==> src/rtl/aes_key_schedule_if.sv <==
// ----------------------------------------------------------------------------
// aes_key_schedule_if
//   Round-key handshake bundle between a requester (master) and the AES-128
//   key schedule (slave). The requester issues start/key and pulls round keys
//   with rk_ready. The schedule presents round_key/round_num under rk_valid
//   and reports busy/done.
//   Signals:
//     start      requester -> schedule  one-cycle request to expand key
//     key        requester -> schedule  [0:127] cipher key, bit 0 = MSB
//     rk_ready   requester -> schedule  consumer accepts the current key
//     round_key  schedule -> requester  [0:127] current round key
//     rk_valid   schedule -> requester  round_key/round_num valid
//     round_num  schedule -> requester  [0:3] round index 0-10
//     busy       schedule -> requester  expansion in progress
//     done       schedule -> requester  pulse after round 10 accepted
// ----------------------------------------------------------------------------
interface aes_key_schedule_if;
    logic         start;
    logic [0:127] key;
    logic         rk_ready;
    logic [0:127] round_key;
    logic         rk_valid;
    logic [0:3]   round_num;
    logic         busy;
    logic         done;

    modport master (
        output start, key, rk_ready,
        input  round_key, rk_valid, round_num, busy, done
    );

    modport slave (
        input  start, key, rk_ready,
        output round_key, rk_valid, round_num, busy, done
    );
endinterface

==> src/rtl/aes_key_schedule.sv <==
// ----------------------------------------------------------------------------
// aes_key_schedule
//   Iterative AES-128 key expansion. On start the cipher key is loaded as
//   round key 0; each accepted round key (rk_valid & rk_ready) advances the
//   schedule by one round, up to round 10, after which done pulses for one
//   cycle and the block returns to idle.
//   Ports:
//     clk    single clock, rising edge
//     reset  synchronous, active-high
//     ks     aes_key_schedule_if.slave (start/key in, round keys out)
//   Also contains aes_sbox, the AES byte substitution used by SubWord.
// ----------------------------------------------------------------------------

// ----------------------------------------------------------------------------
// aes_sbox
//   Combinational AES S-box: multiplicative inverse in GF(2^8) (poly 0x11b)
//   followed by the affine transform.
//   Ports:
//     value   [7:0] input byte
//     result  [7:0] substituted byte
// ----------------------------------------------------------------------------
module aes_sbox (
    input  logic [7:0] value,
    output logic [7:0] result
);
    function automatic logic [7:0] gf_mul(input logic [7:0] a, input logic [7:0] b);
        logic [7:0] p;
        logic [7:0] aa;
        p  = 8'h00;
        aa = a;
        for (int i = 0; i < 8; i++) begin
            if (b[i]) p = p ^ aa;
            aa = {aa[6:0], 1'b0} ^ (aa[7] ? 8'h1b : 8'h00);
        end
        return p;
    endfunction

    logic [7:0] sq;
    logic [7:0] inv;

    always_comb begin
        // x^254 = x^-1 for x != 0, and maps 0 to 0 as the S-box requires.
        // 254 = 2+4+...+128, so accumulate successive squares.
        sq  = value;
        inv = 8'h01;
        for (int i = 0; i < 7; i++) begin
            sq  = gf_mul(sq, sq);
            inv = gf_mul(inv, sq);
        end
        result = inv
               ^ {inv[6:0], inv[7]}
               ^ {inv[5:0], inv[7:6]}
               ^ {inv[4:0], inv[7:5]}
               ^ {inv[3:0], inv[7:4]}
               ^ 8'h63;
    end
endmodule

module aes_key_schedule (
    input  logic               clk,
    input  logic               reset,
    aes_key_schedule_if.slave  ks
);
    typedef enum logic [1:0] {
        IDLE   = 2'd0,
        EXPAND = 2'd1,
        FINISH = 2'd2
    } state_t;

    state_t       state_reg;
    logic [0:31]  w_reg [4];
    logic [0:3]   round_reg;
    logic         valid_reg;
    logic         busy_reg;
    logic         done_reg;

    logic [0:31]  rot_word;
    logic [0:31]  sub_word;
    logic [0:31]  temp;
    logic [0:31]  w_next [4];
    logic [0:3]   rcon_index;
    logic [0:7]   rcon_byte;

    // RotWord: {b1,b2,b3,b0}
    assign rot_word = {w_reg[3][8:31], w_reg[3][0:7]};

    generate
        for (genvar gi = 0; gi < 4; gi++) begin : g_sbox
            aes_sbox u_sbox (
                .value  (rot_word[gi*8 +: 8]),
                .result (sub_word[gi*8 +: 8])
            );
        end
    endgenerate

    // The key being computed is for round_num+1.
    assign rcon_index = round_reg + 4'd1;

    always_comb begin
        rcon_byte = 8'h00;
        case (rcon_index)
            4'd1:    rcon_byte = 8'h01;
            4'd2:    rcon_byte = 8'h02;
            4'd3:    rcon_byte = 8'h04;
            4'd4:    rcon_byte = 8'h08;
            4'd5:    rcon_byte = 8'h10;
            4'd6:    rcon_byte = 8'h20;
            4'd7:    rcon_byte = 8'h40;
            4'd8:    rcon_byte = 8'h80;
            4'd9:    rcon_byte = 8'h1b;
            4'd10:   rcon_byte = 8'h36;
            default: rcon_byte = 8'h00;
        endcase
    end

    assign temp = sub_word ^ {rcon_byte, 24'h000000};

    // Each new word chains off the previous new word, so keep the chain in
    // one block to avoid a false combinational loop on the array.
    always_comb begin
        w_next[0] = w_reg[0] ^ temp;
        w_next[1] = w_reg[1] ^ w_next[0];
        w_next[2] = w_reg[2] ^ w_next[1];
        w_next[3] = w_reg[3] ^ w_next[2];
    end

    always_ff @(posedge clk) begin
        if (reset) begin
            state_reg <= IDLE;
            for (int i = 0; i < 4; i++) w_reg[i] <= '0;
            round_reg <= '0;
            valid_reg <= 1'b0;
            busy_reg  <= 1'b0;
            done_reg  <= 1'b0;
        end else begin
            case (state_reg)
                IDLE: begin
                    done_reg <= 1'b0;
                    if (ks.start) begin
                        w_reg[0]  <= ks.key[0:31];
                        w_reg[1]  <= ks.key[32:63];
                        w_reg[2]  <= ks.key[64:95];
                        w_reg[3]  <= ks.key[96:127];
                        round_reg <= '0;
                        valid_reg <= 1'b1;
                        busy_reg  <= 1'b1;
                        state_reg <= EXPAND;
                    end
                end
                EXPAND: begin
                    // rk_valid is always high here; without rk_ready every
                    // register holds, which keeps the outputs stable.
                    if (ks.rk_ready) begin
                        if (round_reg == 4'd10) begin
                            valid_reg <= 1'b0;
                            busy_reg  <= 1'b0;
                            done_reg  <= 1'b1;
                            state_reg <= FINISH;
                        end else begin
                            for (int i = 0; i < 4; i++) w_reg[i] <= w_next[i];
                            round_reg <= round_reg + 4'd1;
                        end
                    end
                end
                FINISH: begin
                    done_reg  <= 1'b0;
                    state_reg <= IDLE;
                end
                default: begin
                    state_reg <= IDLE;
                end
            endcase
        end
    end

    assign ks.round_key = {w_reg[0], w_reg[1], w_reg[2], w_reg[3]};
    assign ks.round_num = round_reg;
    assign ks.rk_valid  = valid_reg;
    assign ks.busy      = busy_reg;
    assign ks.done      = done_reg;
endmodule

==> src/flat_wrapper.sv <==
// flat-port wrapper written by rule: the top's interface ports become plain ports
module aes_key_schedule_flat 
  (clk, reset, ks_start, ks_key, ks_rk_ready, ks_round_key, ks_rk_valid, ks_round_num, ks_busy, ks_done);
  aes_key_schedule_if ks_i ();
  input  logic clk;
  input  logic reset;
  input wire logic [$bits(ks_i.start)-1:0] ks_start;
  input wire logic [$bits(ks_i.key)-1:0] ks_key;
  input wire logic [$bits(ks_i.rk_ready)-1:0] ks_rk_ready;
  output wire logic [$bits(ks_i.round_key)-1:0] ks_round_key;
  output wire logic [$bits(ks_i.rk_valid)-1:0] ks_rk_valid;
  output wire logic [$bits(ks_i.round_num)-1:0] ks_round_num;
  output wire logic [$bits(ks_i.busy)-1:0] ks_busy;
  output wire logic [$bits(ks_i.done)-1:0] ks_done;
  assign ks_i.start = ks_start;
  assign ks_i.key = ks_key;
  assign ks_i.rk_ready = ks_rk_ready;
  assign ks_round_key = ks_i.round_key;
  assign ks_rk_valid = ks_i.rk_valid;
  assign ks_round_num = ks_i.round_num;
  assign ks_busy = ks_i.busy;
  assign ks_done = ks_i.done;
  aes_key_schedule u_core (.clk(clk), .reset(reset), .ks(ks_i));
endmodule
==> config.mk <==
export PLATFORM = sky130hd
export DESIGN_NAME = aes_key_schedule_flat
export DESIGN_NICKNAME = d
export VERILOG_FILES = /design/src/rtl/aes_key_schedule_if.sv /design/src/rtl/aes_key_schedule.sv /design/src/flat_wrapper.sv
export SDC_FILE = /design/constraint.sdc
export NUM_CORES = 2
export LEC_CHECK = 0
export ABC_CLOCK_PERIOD_IN_PS = 15600
export CAP_MARGIN = 0
export CORE_UTILIZATION = 40
export DETAILED_ROUTE_END_ITERATION = 16
export DONT_BUFFER_PORTS = 1
export HOLD_SLACK_MARGIN = 0.1
export PLACE_DENSITY = 0.58
export SLEW_MARGIN = 20
export SYNTH_ARGS = -nofsm -noshare
export SYNTH_HDL_FRONTEND = slang
export SYNTH_HIERARCHICAL = 1
export SYNTH_SLANG_ARGS = --single-unit
==> constraint.sdc <==
create_clock -name clk -period 15.6 [get_ports clk]
set_input_delay 1.56 -clock clk [delete_from_list [all_inputs] [get_ports clk]]
set_output_delay 1.56 -clock clk [all_outputs]
set_load 0.05 [all_outputs]
==> summary.md <==
| Metric | Value |
|---|---|
| Largest stage delay, worst path | between 0.5 and 0.6 ns |
| Cts hold-fix bufs | 0 |
| Clock Latency Late Sink | ~0.48 ns |
| Crit. End Element | register |
| Initial Util | 0.402 |
| Synth top area cells | xnor2_1 (19%), xnor3_1 (12%), nor2_1 (6.0%) |
| Final Hold Fails | 0 |
| Post-Syn Area | between 60,000 and 70,000 sq um |
| Pin count of the biggest net entering global routing | between 80 and 90 |
| Non-Filler Instances | between 10,000 and 15,000 |
| CP Class | reg2reg |
| Post-synthesis register bit count | approximately 140 |
| Drc violations | 0 |
| Syn nets | roughly 8,600 |
| Synth top area share | 0.187 |
| Final WL | approximately 230,000 um |
| Skew final | 0.0240 ns |
| Final setup violation count | 0 |
| Worst Setup SP | u_core/w_reg[3][30] |
| Max-Cap Viols | 0 |
| Number of I/O pins | between 200 and 300 |
| First-pass GRT wire length | roughly 350,000 um |
| Clock slew at reported path FFs | about 0.08 ns |
| Routability congestion estimate | 0.952 |
| Slew Viols, Final | 0 |
| Post-DP Area | 74,300 sq um |
| Via count | between 60,000 and 70,000 |
| Commonest cells in the synthesized netlist | xnor2_1 (1,452), nor2_1 (1,087), nand2_1 (900), xor2_1 (446), xnor3_1 (357) |
| Worst Max-Slew Pin Slew | roughly 1.2 ns |
| CTS tree | yes |
| Area leader, netlist | xnor2_1 |
| Total die area | 172,000 sq um |
| Vias in the first global route | between 60,000 and 70,000 |
| ANT nets after route | 0 |
| Data required, critical path | 15.86 ns |
| Vias per cell | 5.75 |
| Slowest CP cell | xor3_4 |
| Post-synth EDFFs | 128 |
| Synth Warn # | 6 |
| Period minus WS final | 15.17 ns |
| IO Port Bufs | 0 |
| Crit share post-route | 0.972 |
| Status | completed |
| H-tree Lvls | 4 |
| Clock Tree Buf Depth | 2 |
| RSZ-0062 raised after global routing | true |
| Setup TNS Final | 0 ns |
| Register area share after synthesis | 0.0588 |
| Core footprint | 169,000 sq um |
| Fillers | between 15,000 and 20,000 |
| Ratio of cells with drive above 1 in the final layout | 0.220 |
| Area grow syn2layout | 16.6% |
| Nets | about 9,000 |
| Largest fanout on the critical path | 21 |
| Root Buffer | clkbuf_16 |
| Slew HR | 0.222 |
| 1st-iter DRT viols | roughly 5,500 |
| Total CTS buffers | 17 |
| Classification of the worst-slack hold path | reg2reg |
| Post-Syn Instances | approximately 8,400 |
| Num rows | around 150 |
| Hpwl dp | between 150,000 and 200,000 um |
| Crit Reg-Reg Startpoint | u_core/w_reg[3][30] |
| Design area | 79,400 sq um |
| Die width | about 410 um |
| GRT overflow | 0 |
| Hold_sp | u_core/state_reg[0] |
| Synth unique cells | approximately 120 |
| Synth async-reset ratio | 0 |
| Top_reg_cell synth | edfxtp_1 |
| # clock sinks | between 100 and 150 |
| Max Freq | ~66 MHz |
| Die boundary height | roughly 410 um |
| Largest register FFs | 128 |
| Critical Path Source Type | register |
| Most common cell in the netlist | xnor2_1 |
| Tot GR Track Use | 0.253 |
| Avg WL per Cell | 20.8 um |
| Placed cells | around 11,000 |
| Antenna violations before repair | 9 |
| Synthesized area per cell | about 8 sq um |
| First-pass DRT Iterations | 8 |
| Crit path DAT | between 15 and 20 ns |
==> per-layer routing <==
| metal | track usage | wire, um | vias up |
|---|---|---|---|
| li1 | - | - | 30016 |
| met1 | 0.334 | 98000 | 30847 |
| met2 | 0.420 | 110000 | 2049 |
| met3 | 0.0153 | 10700 | 333 |
| met4 | 0.122 | 9980 | 0 |
| met5 | 0 | 0 | - |
==> cell type report <==
type	count	area [sq um]	share of cell area
Timing Repair Buffer	906	7110	0.0895
Clock inverter	15	179	0.00225
Inverter	90	338	0.00425
Antenna cell	10	25.0	0.000315
Sequential cell	136	4000	0.0504
Multi-Input combinational cell	7608	64600	0.813
Clock buffer	17	425	0.00536
Tap cell	2218	2780	0.0349
==> per-stage QoR <==
stage | hold WS [ns] | setup WS, ns | utilization
3_3_place_gp | 0.513 | -0.276 | 0.439
6_report | 0.534 | 0.430 | 0.469
2_1_floorplan | 0.487 | 0.00764 | -
3_5_place_dp | 0.518 | -0.425 | 0.439
4_1_cts | 0.530 | -0.0821 | 0.445
5_1_grt | 0.552 | -0.247 | 0.469
==> repair_timing <==
action	4_1_cts	5_1_grt
gates cloned	0	1
setup buffers	3	152
setup endpoints to repair	51	127
pin swaps	3	145
gates resized for setup	55	459
==> worst max-delay path: cells and delay by family, from the launching register on <==
family	cells	cell delay [ns]
xor gates and xnor gates	19	5.35
and+or+nand+nor	10	1.95
adders and majority gates	1	0.35
AOI/OAI and AO/OA	17	5.46
muxes	1	0.13
buffers and inverters	7	1.30
DFF	1	0.39
==> path summary, 6_finish.rpt <==
path                                            to  slack [ns]  cells after the start
worst max-delay path            u_core/w_reg[3][5]        0.43                     55
worst min-delay path                u_core/ks.done        0.53                      1
worst max register to register  u_core/w_reg[3][5]        0.43                     55
worst min register to register      u_core/ks.done        0.53                      1
==> kinds of logic (layout without fill, tap and decap cells) <==
logic type / count (synthesis) / in the layout / share of synthesized area
flops: 136 / 136 / 0.0588
fa+ha+maj: 37 / 37 / 0.00665
other cells: 0 / 10 / 0
compound gates: 1633 / 1633 / 0.166
xor+xnor: 2644 / 2644 / 0.477
mux: 295 / 295 / 0.0458
buf+inv: 661 / 1028 / 0.0459
simple gates: 2999 / 2999 / 0.201
==> cell usage in the layout (no fill, tap or decap), drive strengths merged, types with 28 or more instances in the layout <==
cell | netlist | final
nor2 | 1111 | 1111
xor2 | 510 | 510
o211ai | 49 | 49
a31oi | 70 | 70
xnor2 | 1673 | 1673
buf | 274 | 904
a22o | 41 | 41
and2 | 62 | 62
o22ai | 114 | 114
or3 | 49 | 49
nor4 | 57 | 57
o21a | 40 | 40
and3 | 32 | 32
edfxtp | 128 | 128
a211o | 28 | 28
xnor3 | 401 | 401
nor2b | 82 | 82
mux2i | 243 | 243
o21ai | 400 | 400
nand3 | 187 | 187
a32oi | 40 | 40
a211oi | 62 | 62
xor3 | 60 | 60
nand2b | 99 | 99
a22oi | 78 | 78
mux2 | 52 | 52
inv | 82 | 90
nor3 | 225 | 225
ha | 33 | 33
nand2 | 904 | 904
nand4 | 56 | 56
a21oi | 320 | 320
o31ai | 49 | 49
or2 | 30 | 30
Power is not shown: default switching activity piles up to over one toggle a cycle in this logic, so the estimate is an artifact.
